File: src/rtl/lcd_bus_receiver.sv
// lcd_bus_receiver: LCD-side model of the HD44780 4/8-bit write bus with a 2x16 shadow DDRAM.
// Optional nibble-pair timeout is enabled by defining LCD_BUS_RECEIVER_TIMEOUT_EN.
module lcd_bus_receiver #(
    parameter int unsigned SYNC_STAGES    = 2,
    parameter int unsigned TIMEOUT_CYCLES = 50000
) (
    input  logic       clk,
    input  logic       resetn,
    input  logic       lcd_en,
    input  logic       lcd_rs,
    input  logic       lcd_rw,
    input  logic [3:0] lcd_data,
    input  logic [4:0] rd_addr,
    output logic [7:0] rd_data,
    output logic       busy,
    output logic       cmd_valid,
    output logic       cmd_rs,
    output logic [7:0] cmd_byte,
    output logic       four_bit,
    output logic       two_line,
    output logic       disp_on,
    output logic       cursor_on,
    output logic       blink_on,
    output logic [6:0] ac,
    output logic [5:0] disp_shift,
    output logic       overrun,
    output logic       rw_err
);
    typedef enum logic [1:0] {RESET_FILL, IDLE, CLEAR_FILL} state_t;

    localparam int unsigned IDX_W  = 5;
    localparam logic [7:0]  BLANK  = 8'h20;

    if (SYNC_STAGES < 2 || TIMEOUT_CYCLES < 1) begin : g_param_check
        $error("lcd_bus_receiver: SYNC_STAGES must be >= 2 and TIMEOUT_CYCLES >= 1");
    end

    // Bus synchronizers plus one extra stage holding the sample taken just before en falls
    logic [SYNC_STAGES-1:0]      en_sync, rs_sync, rw_sync;
    logic [SYNC_STAGES-1:0][3:0] data_sync;
    logic                        en_p, rs_p, rw_p;
    logic [3:0]                  data_p;
    logic                        en_s, strobe;

    always_ff @(posedge clk or negedge resetn) begin
        if (!resetn) begin
            en_sync   <= '0;
            rs_sync   <= '0;
            rw_sync   <= '0;
            data_sync <= '0;
            en_p      <= 1'b0;
            rs_p      <= 1'b0;
            rw_p      <= 1'b0;
            data_p    <= 4'h0;
        end else begin
            en_sync   <= {en_sync[SYNC_STAGES-2:0], lcd_en};
            rs_sync   <= {rs_sync[SYNC_STAGES-2:0], lcd_rs};
            rw_sync   <= {rw_sync[SYNC_STAGES-2:0], lcd_rw};
            data_sync <= {data_sync[SYNC_STAGES-2:0], lcd_data};
            en_p      <= en_sync[SYNC_STAGES-1];
            rs_p      <= rs_sync[SYNC_STAGES-1];
            rw_p      <= rw_sync[SYNC_STAGES-1];
            data_p    <= data_sync[SYNC_STAGES-1];
        end
    end

    assign en_s   = en_sync[SYNC_STAGES-1];
    assign strobe = en_p & ~en_s;

    function automatic logic [6:0] ac_step(input logic [6:0] a, input logic up);
        if (up) return (a == 7'h27) ? 7'h40 : (a == 7'h67) ? 7'h00 : a + 7'd1;
        return (a == 7'h40) ? 7'h27 : (a == 7'h00) ? 7'h67 : a - 7'd1;
    endfunction

    function automatic logic [5:0] shift_step(input logic [5:0] s, input logic up);
        if (up) return (s == 6'd39) ? 6'd0 : s + 6'd1;
        return (s == 6'd0) ? 6'd39 : s - 6'd1;
    endfunction

    state_t           state_q, state_d;
    logic [IDX_W-1:0] fill_q, fill_d;
    logic             phase_hi, phase_hi_d;
    logic [3:0]       hi_nib, hi_nib_d;
    logic             id_q, id_d, s_q, s_d;
    logic             busy_d, cmd_valid_d, cmd_rs_d, overrun_d, rw_err_d;
    logic [7:0]       cmd_byte_d;
    logic             four_bit_d, two_line_d, disp_on_d, cursor_on_d, blink_on_d;
    logic [6:0]       ac_d;
    logic [5:0]       disp_shift_d;
    logic             byte_done;
    logic [7:0]       byte_val;
    logic             mem_we;
    logic [IDX_W-1:0] mem_idx;
    logic [7:0]       mem_wdata;

`ifdef LCD_BUS_RECEIVER_TIMEOUT_EN
    localparam int unsigned TO_W = $clog2(TIMEOUT_CYCLES + 1);
    logic [TO_W-1:0] to_cnt, to_cnt_d;
`endif

    // Next-state: fill sequencing, strobe acceptance, nibble assembly and command decode
    always_comb begin
        state_d      = state_q;
        fill_d       = fill_q;
        phase_hi_d   = phase_hi;
        hi_nib_d     = hi_nib;
        id_d         = id_q;
        s_d          = s_q;
        cmd_valid_d  = 1'b0;
        cmd_rs_d     = cmd_rs;
        cmd_byte_d   = cmd_byte;
        overrun_d    = 1'b0;
        rw_err_d     = 1'b0;
        four_bit_d   = four_bit;
        two_line_d   = two_line;
        disp_on_d    = disp_on;
        cursor_on_d  = cursor_on;
        blink_on_d   = blink_on;
        ac_d         = ac;
        disp_shift_d = disp_shift;
        byte_done    = 1'b0;
        byte_val     = 8'h00;
        mem_we       = 1'b0;
        mem_idx      = fill_q;
        mem_wdata    = BLANK;
`ifdef LCD_BUS_RECEIVER_TIMEOUT_EN
        to_cnt_d     = '0;
`endif

        case (state_q)
            RESET_FILL, CLEAR_FILL: begin
                mem_we = 1'b1;
                fill_d = fill_q + IDX_W'(1);
                if (fill_q == IDX_W'(31)) state_d = IDLE;
            end
            default: ;
        endcase

        if (strobe) begin
            if (state_q != IDLE) begin
                overrun_d = 1'b1;
            end else if (rw_p) begin
                rw_err_d = 1'b1;
            end else if (!four_bit) begin
                byte_done = 1'b1;
                byte_val  = {data_p, 4'h0};
            end else if (phase_hi) begin
                hi_nib_d   = data_p;
                phase_hi_d = 1'b0;
            end else begin
                byte_done = 1'b1;
                byte_val  = {hi_nib, data_p};
            end
        end

`ifdef LCD_BUS_RECEIVER_TIMEOUT_EN
        // Abandon a half byte whose low nibble never arrives
        if (!phase_hi) begin
            if (!strobe && to_cnt >= TO_W'(TIMEOUT_CYCLES - 1)) begin
                phase_hi_d = 1'b1;
                overrun_d  = 1'b1;
            end else begin
                to_cnt_d = to_cnt + TO_W'(1);
            end
        end
`endif

        if (byte_done) begin
            phase_hi_d  = 1'b1;
            cmd_valid_d = 1'b1;
            cmd_rs_d    = rs_p;
            cmd_byte_d  = byte_val;
            if (rs_p) begin
                // Only the two visible 16-char windows are mirrored
                if (ac[6:4] == 3'b000 || ac[6:4] == 3'b100) begin
                    mem_we    = 1'b1;
                    mem_idx   = {ac[6], ac[3:0]};
                    mem_wdata = byte_val;
                end
                ac_d = ac_step(ac, id_q);
                if (s_q) disp_shift_d = shift_step(disp_shift, id_q);
            end else begin
                casez (byte_val)
                    8'b1???????: ac_d = byte_val[6:0];
                    8'b01??????: ;
                    8'b001?????: begin
                        four_bit_d = ~byte_val[4];
                        two_line_d = byte_val[3];
                    end
                    8'b0001????: begin
                        if (byte_val[3]) disp_shift_d = shift_step(disp_shift, byte_val[2]);
                        else             ac_d         = ac_step(ac, byte_val[2]);
                    end
                    8'b00001???: begin
                        disp_on_d   = byte_val[2];
                        cursor_on_d = byte_val[1];
                        blink_on_d  = byte_val[0];
                    end
                    8'b000001??: begin
                        id_d = byte_val[1];
                        s_d  = byte_val[0];
                    end
                    8'b0000001?: begin
                        ac_d         = 7'h00;
                        disp_shift_d = 6'd0;
                    end
                    8'b00000001: begin
                        ac_d         = 7'h00;
                        id_d         = 1'b1;
                        disp_shift_d = 6'd0;
                        state_d      = CLEAR_FILL;
                    end
                    default: ;
                endcase
            end
        end

        busy_d = (state_d != IDLE);
    end

    always_ff @(posedge clk or negedge resetn) begin
        if (!resetn) begin
            state_q    <= RESET_FILL;
            fill_q     <= '0;
            phase_hi   <= 1'b1;
            hi_nib     <= 4'h0;
            id_q       <= 1'b1;
            s_q        <= 1'b0;
            busy       <= 1'b1;
            cmd_valid  <= 1'b0;
            cmd_rs     <= 1'b0;
            cmd_byte   <= 8'h00;
            overrun    <= 1'b0;
            rw_err     <= 1'b0;
            four_bit   <= 1'b0;
            two_line   <= 1'b0;
            disp_on    <= 1'b0;
            cursor_on  <= 1'b0;
            blink_on   <= 1'b0;
            ac         <= 7'h00;
            disp_shift <= 6'd0;
`ifdef LCD_BUS_RECEIVER_TIMEOUT_EN
            to_cnt     <= '0;
`endif
        end else begin
            state_q    <= state_d;
            fill_q     <= fill_d;
            phase_hi   <= phase_hi_d;
            hi_nib     <= hi_nib_d;
            id_q       <= id_d;
            s_q        <= s_d;
            busy       <= busy_d;
            cmd_valid  <= cmd_valid_d;
            cmd_rs     <= cmd_rs_d;
            cmd_byte   <= cmd_byte_d;
            overrun    <= overrun_d;
            rw_err     <= rw_err_d;
            four_bit   <= four_bit_d;
            two_line   <= two_line_d;
            disp_on    <= disp_on_d;
            cursor_on  <= cursor_on_d;
            blink_on   <= blink_on_d;
            ac         <= ac_d;
            disp_shift <= disp_shift_d;
`ifdef LCD_BUS_RECEIVER_TIMEOUT_EN
            to_cnt     <= to_cnt_d;
`endif
        end
    end

    // Shadow DDRAM; contents are rebuilt by the fill after every reset
    logic [7:0] mem [32];

    always_ff @(posedge clk) begin
        if (mem_we) mem[mem_idx] <= mem_wdata;
    end

    always_ff @(posedge clk or negedge resetn) begin
        if (!resetn) rd_data <= 8'h00;
        else         rd_data <= mem[rd_addr];
    end

endmodule

File: config.mk
export PLATFORM = sky130hd
export DESIGN_NAME = lcd_bus_receiver
export DESIGN_NICKNAME = d
export VERILOG_FILES = /design/src/rtl/lcd_bus_receiver.sv
export SDC_FILE = /design/constraint.sdc
export NUM_CORES = 1
export LEC_CHECK = 0
export CAP_MARGIN = 20
export CORE_MARGIN = 10
export CORE_UTILIZATION = 45
export DETAILED_ROUTE_END_ITERATION = 8
export GPL_TIMING_DRIVEN = 0
export PLACE_DENSITY = 0.64
export SYNTH_ARGS = -nofsm -noshare
export SYNTH_HDL_FRONTEND = slang
export SYNTH_SLANG_ARGS = --single-unit
File: constraint.sdc
create_clock -name clk -period 2.99 [get_ports clk]
set_input_delay 0.4485 -clock clk [delete_from_list [all_inputs] [get_ports clk]]
set_output_delay 0.4485 -clock clk [all_outputs]
set_load 0.01 [all_outputs]
After elaboration in Yosys (flattened, before gate mapping)
Memories as Yosys holds them, arrays and structs flattened. A register that Yosys moved wholly into a read port is not among the register bits.
Index checks and enable logic that the tools add are counted.
{ "classes": {"add_sub_neg": 5, "multipliers": 0, "div_mod_pow": 0, "magnitude_cmp": 0, "n_eq_ne": 20, "shift": 0, "muxes": 75, "bitwise_logic": 6, "n_reduce_logical": 21} }
{ "ops": {"columns": ["operator", "n"], "rows": [
  ["2-to-1 mux 7 bit", 10],
  ["2-to-1 mux 8 bit", 8],
  ["2-to-1 mux 6 bit", 9],
  ["2-to-1 mux 1 bit", 37],
  ["case mux 7 bit (3 select lines)", 1],
  ["2-to-1 mux 5 bit", 3],
  ["AND reduction 3 bit", 5],
  ["== test 7 bit (second input constant)", 2],
  ["case mux 6 bit (2 select lines)", 1],
  ["2-to-1 mux 2 bit", 5],
  ["== test 8 x 1 -> 1 bit (second input constant)", 1],
  ["!= test 2 x 1 -> 1 bit (second input constant)", 4],
  ["AND reduction 4 bit", 2],
  ["adder 7 x 1 -> 7 bit (second input constant)", 1],
  ["== test 7 x 1 -> 1 bit (second input constant)", 1],
  ["== test 7 x 6 -> 1 bit (second input constant)", 1],
  ["logical NOT 7 bit", 1],
  ["subtractor 7 x 1 -> 7 bit (second input constant)", 1],
  ["adder 6 x 1 -> 6 bit (second input constant)", 1],
  ["== test 6 x 1 -> 1 bit (second input constant)", 1],
  ["== test 6 bit (second input constant)", 1],
  ["logical NOT 6 bit", 1],
  ["!= test 3 bit (second input constant)", 2],
  ["nonzero test 2 bit", 3],
  ["20 further kinds", 25]
]} }
{ "totals": {"register_bits": 66, "latch_bits": 0, "mem_bits_rw": 256, "rom_bits": 0, "inputBits": 14, "output_inout_bits": 39, "elab_cells": 156, "mem_count": 1} }
{ "mem_list": {"columns": ["name", "depth", "width", "rd", "rd_ports_with_merged_regs", "write_ports", "line_no", "source"], "rows": [
  ["mem", 32, 8, 1, 1, 1, "272", "logic [7:0] mem [32];"]
]} }

Logic depth before layout (Yosys ltp)
{ "depth": {"depth_word": 14, "mapped_depth": 9, "mapped_depth_nobuf": 8} }

Worst setup path before layout
Ideal clock, no wire load.
{ "synth_timing": {"path_type": "register to register", "startpoint": "register four_bit", "endpoint": "memory mem[0][3], data pin", "setup_ns": 0.351, "arrival_time_ns": 2.231, "required_time_ns": 2.639, "setup_slack_ns": 0.408, "path_stages_with_launch": 8, "path_buffers": 2, "period_less_slack_ns": 2.582, "path_cell_list": "dfrtp_1 buf_4 a21oi_1 nand2_1 inv_2 nand3_1 buf_2 nor2_1"} }
{ "synth_rtl": {"columns": ["item", "line_no", "source"], "rows": [
  ["start, declared", "19", "output logic four_bit,"],
  ["start signal, assigned", "258", "four_bit <= four_bit_d;"],
  ["2-to-1 mux 1 bit", "144", "end else if (!four_bit) begin"],
  ["2-to-1 mux 1 bit", "142", "end else if (rw_p) begin"],
  ["2-to-1 mux 1 bit", "140", "if (state_q != IDLE) begin"],
  ["2-to-1 mux 1 bit", "139", "if (strobe) begin"],
  ["net byte_done", "90", "logic byte_done;"],
  ["2-to-1 mux 8 bit", "168", "if (byte_done) begin"],
  ["net mem_wdata[3]", "94", "logic [7:0] mem_wdata;"],
  ["end, declared", "272", null]
]} }
The timed path passes the listed nets, and every way through them passes these cells.

Final worst setup path
{ "layout_timing": {"startpoint": "register four_bit", "endpoint": "memory mem[18][0] (enable)"} }
{ "layout_via": {"elab_chain_cells": 7} }
{ "layout_rtl": {"columns": ["item", "line_no", "source"], "rows": [
  ["2-to-1 mux 1 bit (*)", "144", null],
  ["2-to-1 mux 1 bit (*)", "142", null],
  ["2-to-1 mux 1 bit (*)", "140", null],
  ["2-to-1 mux 1 bit (*)", "139", null],
  ["net byte_done", "90", null],
  ["2-to-1 mux 1 bit", "168", null],
  ["2-to-1 mux 1 bit", "275", "if (mem_we) mem[mem_idx] <= mem_wdata;"],
  ["2-to-1 mux 1 bit (not written as such)", "275", null]
]} }
The timed path passes the listed nets; every way through them passes the cells marked *.

==> metrics <==
result of the run=finished, violations left; violated checks=setup timing; hold_sp=data_sync[7]; Reg clk slew, reported paths=60 ps; first-pass GRT wire length=45800 µm; Finished Cell Area=16100 µm²; GPL Wtd Cong=0.827; fmax=332 MHz; CTS tree=yes; 1st-pass router iterations=7; port bufs=47; GRT overflow=0; PwrDens=617 nW/µm²; Initial Util=45.8%; depth of the worst hold-timing path=0; post-synthesis area per instance=17.6 µm²; Final Max Tran Viols=0; CP endpoint kind=register; maxcap violations=0; Critical Setup Path Class=reg2reg; largest net degree at the start of global routing=58; Seq/Total Area, Yosys=70.0%; Clock Path Buffers=3; initial antenna violation count=0; Startpoint Class=register; Num CTS Buffers=35; Post-synth EDFFs=256; height of the die=194 µm; Routed Antenna Nets=0; PnR Total Power=9.91 mW; dpl cells=1220; pin slew with the least headroom to its limit=1180 ps; Slew HR=21.6%; Worst EP required=3110 ps; setup slack, reg-to-reg=-20 ps; final setup violating endpoints=8; die area=37700 µm²; critical path peak fanout=10; prevailing post-synth register cell=edfxtp_1; fin crit share=101%; Hold Path Class=reg2reg; synthesized area=13600 µm²; final std cells w/o fill=1283; share of synthesized registers carrying an async set or reset=22.4%; RSZ-0062 raised after global routing=true; setup repair bufs after CTS=0; initial DRC count=673; Fin Clk Skew=13.3 ps; clock latency on the worst-skew pair=500 ps; worst vdd ir=0.000321 V; Yosys Warn Count=0; total placed instance area=14800 µm²; via count=7399; Core ar.=29800 µm²; DIE WIDTH=194 µm; Post-Route WL=29800 µm; clk root buf=clkbuf_16; Final Worst Setup Slack=-23.3 ps; CP Data Arrival Time=3130 ps; Static Leak=5.05 nW; Post-Synthesis Net Count=794; hpwl dp=20500 µm; Netlist cell types=64; R2R cell count=8; fill count=2362; Via density=5.77; htree depth=2; DR DRC count=0; GRT Resource Usage Total=15.5%; Wirelength per Cell=23.3 µm; FF+latch count, synth=330; Layout Nets=890; cell count after synthesis=773; worst r2r src=four_bit; IO Count=53; CTS Sinks=330; share of layout cells above drive strength 1=26.3%; Setup TNS=-128 ps; WHS Endpoint=data_p[3]; fin crit period=3010 ps; Hold Slack=346 ps; number of global-route vias before repair=7441; final hold viol count=0; row count=63; number of antenna cells inserted=0; Layout Area Growth over Synthesis=17.8%; reg2reg end=mem[18][0]
state kept, by name, summed over array words and instances (netlist names), 2 cells and up:
name and flops:
ac 7, cmd_byte 8, data_p 4, data_sync 8, disp_shift 6, en_sync 2
fill_q 5, hi_nib 4, mem 256, rd_data 8, rs_sync 2, rw_sync 2
state_q 2
cells in the final DEF, fill, tap and decap left out, types with 5 or more instances in the layout:
| cell | instances |
|---|---|
| edfxtp_1 | 256 |
| mux4_2 | 82 |
| dfrtp_1 | 71 |
| clkdlybuf4s50_1 | 46 |
| nand2_1 | 37 |
| clkbuf_16 | 36 |
| clkbuf_1 | 30 |
| nor2_1 | 23 |
| nor2_2 | 20 |
| a21oi_1 | 18 |
| mux2_2 | 18 |
| nor2_4 | 17 |
| o21ai_0 | 16 |
| mux2i_1 | 15 |
| xnor2_1 | 13 |
| inv_1 | 12 |
| buf_4 | 12 |
| nand3_1 | 12 |
| a31oi_1 | 10 |
| nor3_1 | 10 |
| buf_1 | 9 |
| ha_1 | 7 |
| buf_2 | 6 |
| o31ai_1 | 5 |
| clkinv_1 | 5 |
| clkinv_2 | 5 |
| buf_8 | 5 |
critical path, cell delays in order, from the launching register on:
cell and delay (ps):
dfrtp_1 470, buf_4 220, a21oi_1 250, nand2_1 150, inv_2 150, and3_1 270
buf_4 200, a31oi_1 220, nor2_1 680
power breakdown:
part	internal, mW	leakage [nW]	switching [mW]
Sequential	4.98	3.03	0.0691
Combinational	0.394	1.50	0.475
Clock	2.33	0.516	1.66
Total	7.70	5.05	2.21
logic make-up (layout without fill, tap and decap cells):
group,after synthesis,count (layout),synth area share [%]
AOI/OAI and AO/OA,82,82,4.09
xor gates and xnor gates,15,15,0.963
adders and majority gates,7,7,0.642
buffers and inverters,60,180,2.06
DFF,330,330,70.0
muxes,115,115,16.1
and+or+nand+nor,164,164,6.14
how the worst max path moves through the flow:
| stage | from | slack [ps] | cells after the start | to |
|---|---|---|---|---|
| detailed placement | four_bit | -180 | 7 | mem[1][2] |
| floorplan | four_bit | 410 | 7 | mem[0][3] |
| finish | four_bit | -20 | 8 | mem[18][0] |
| CTS | four_bit | -210 | 7 | mem[1][0] |
| global route | four_bit | -170 | 8 | mem[28][6] |
| global placement | resetn | -1270 | 1 | rd_data[3] |
timing repair:
action	CTS	global route
hold buffers	1	0
hold endpoints to repair	17	0
gates resized for setup	15	37
setup endpoints to repair	165	250
final cells by class:
cell class / count / area [µm²] / share of cell area, %
sequential: 330 / 9540 / 59.4
multi-input combinational: 383 / 4030 / 25.0
clock buffer: 47 / 952 / 5.92
timing repair buffer: 59 / 678 / 4.22
tap: 390 / 488 / 3.04
buffer: 46 / 229 / 1.42
clock inverter: 14 / 104 / 0.646
inverter: 14 / 52.6 / 0.327
Yosys cell counts (2+ instances only):
cell type	n	area share, %
nor2_1	60	1.7
mux2_2	18	1.5
a31oi_1	13	0.60
inv_1	12	0.33
xor2_1	2	0.13
buf_6	2	0.17
nor4_1	4	0.18
nor3_1	10	0.37
and3_1	4	0.18
nand3_1	12	0.44
a21oi_1	18	0.66
o31ai_1	5	0.28
dfstp_2	3	0.58
mux2i_1	15	1.1
xnor2_1	13	0.83
and2_1	4	0.18
ha_1	7	0.64
a22oi_1	2	0.11
buf_4	9	0.50
or3_1	3	0.14
nand2_1	37	1.0
a22o_1	3	0.19
o21ai_0	16	0.59
nor3b_1	3	0.17
a41oi_1	2	0.13
nand4_1	4	0.18
edfxtp_1	256	56
mux4_2	82	14
a211oi_2	2	0.18
buf_2	6	0.22
nand3b_1	3	0.17
nand2b_1	3	0.14
nor2b_1	4	0.18
clkbuf_1	20	0.55
a32oi_1	4	0.26
nor4b_1	4	0.26
buf_1	9	0.25
o211ai_1	2	0.11
dfrtp_1	71	13
and4bb_2	2	0.18
layer usage:
layer / vias to the layer above / global-route usage, % / part of all wire (%)
met2: 257 / 24.2 / 48
met1: 3849 / 21.7 / 45
met5: - / 0 / 0
met4: 0 / 3.29 / 1.2
met3: 30 / 3.44 / 6.4
li1: 3263 / - / -
metrics by stage:
step	utilization (%)	setup WS, ps
after global placement	49.0	-1270
after CTS	53.3	-214
final	53.9	-23.3
after global routing	53.9	-171
after detailed placement	49.6	-178
after floorplan	-	408
No activity file was read; power rests on OpenSTA's default activity.
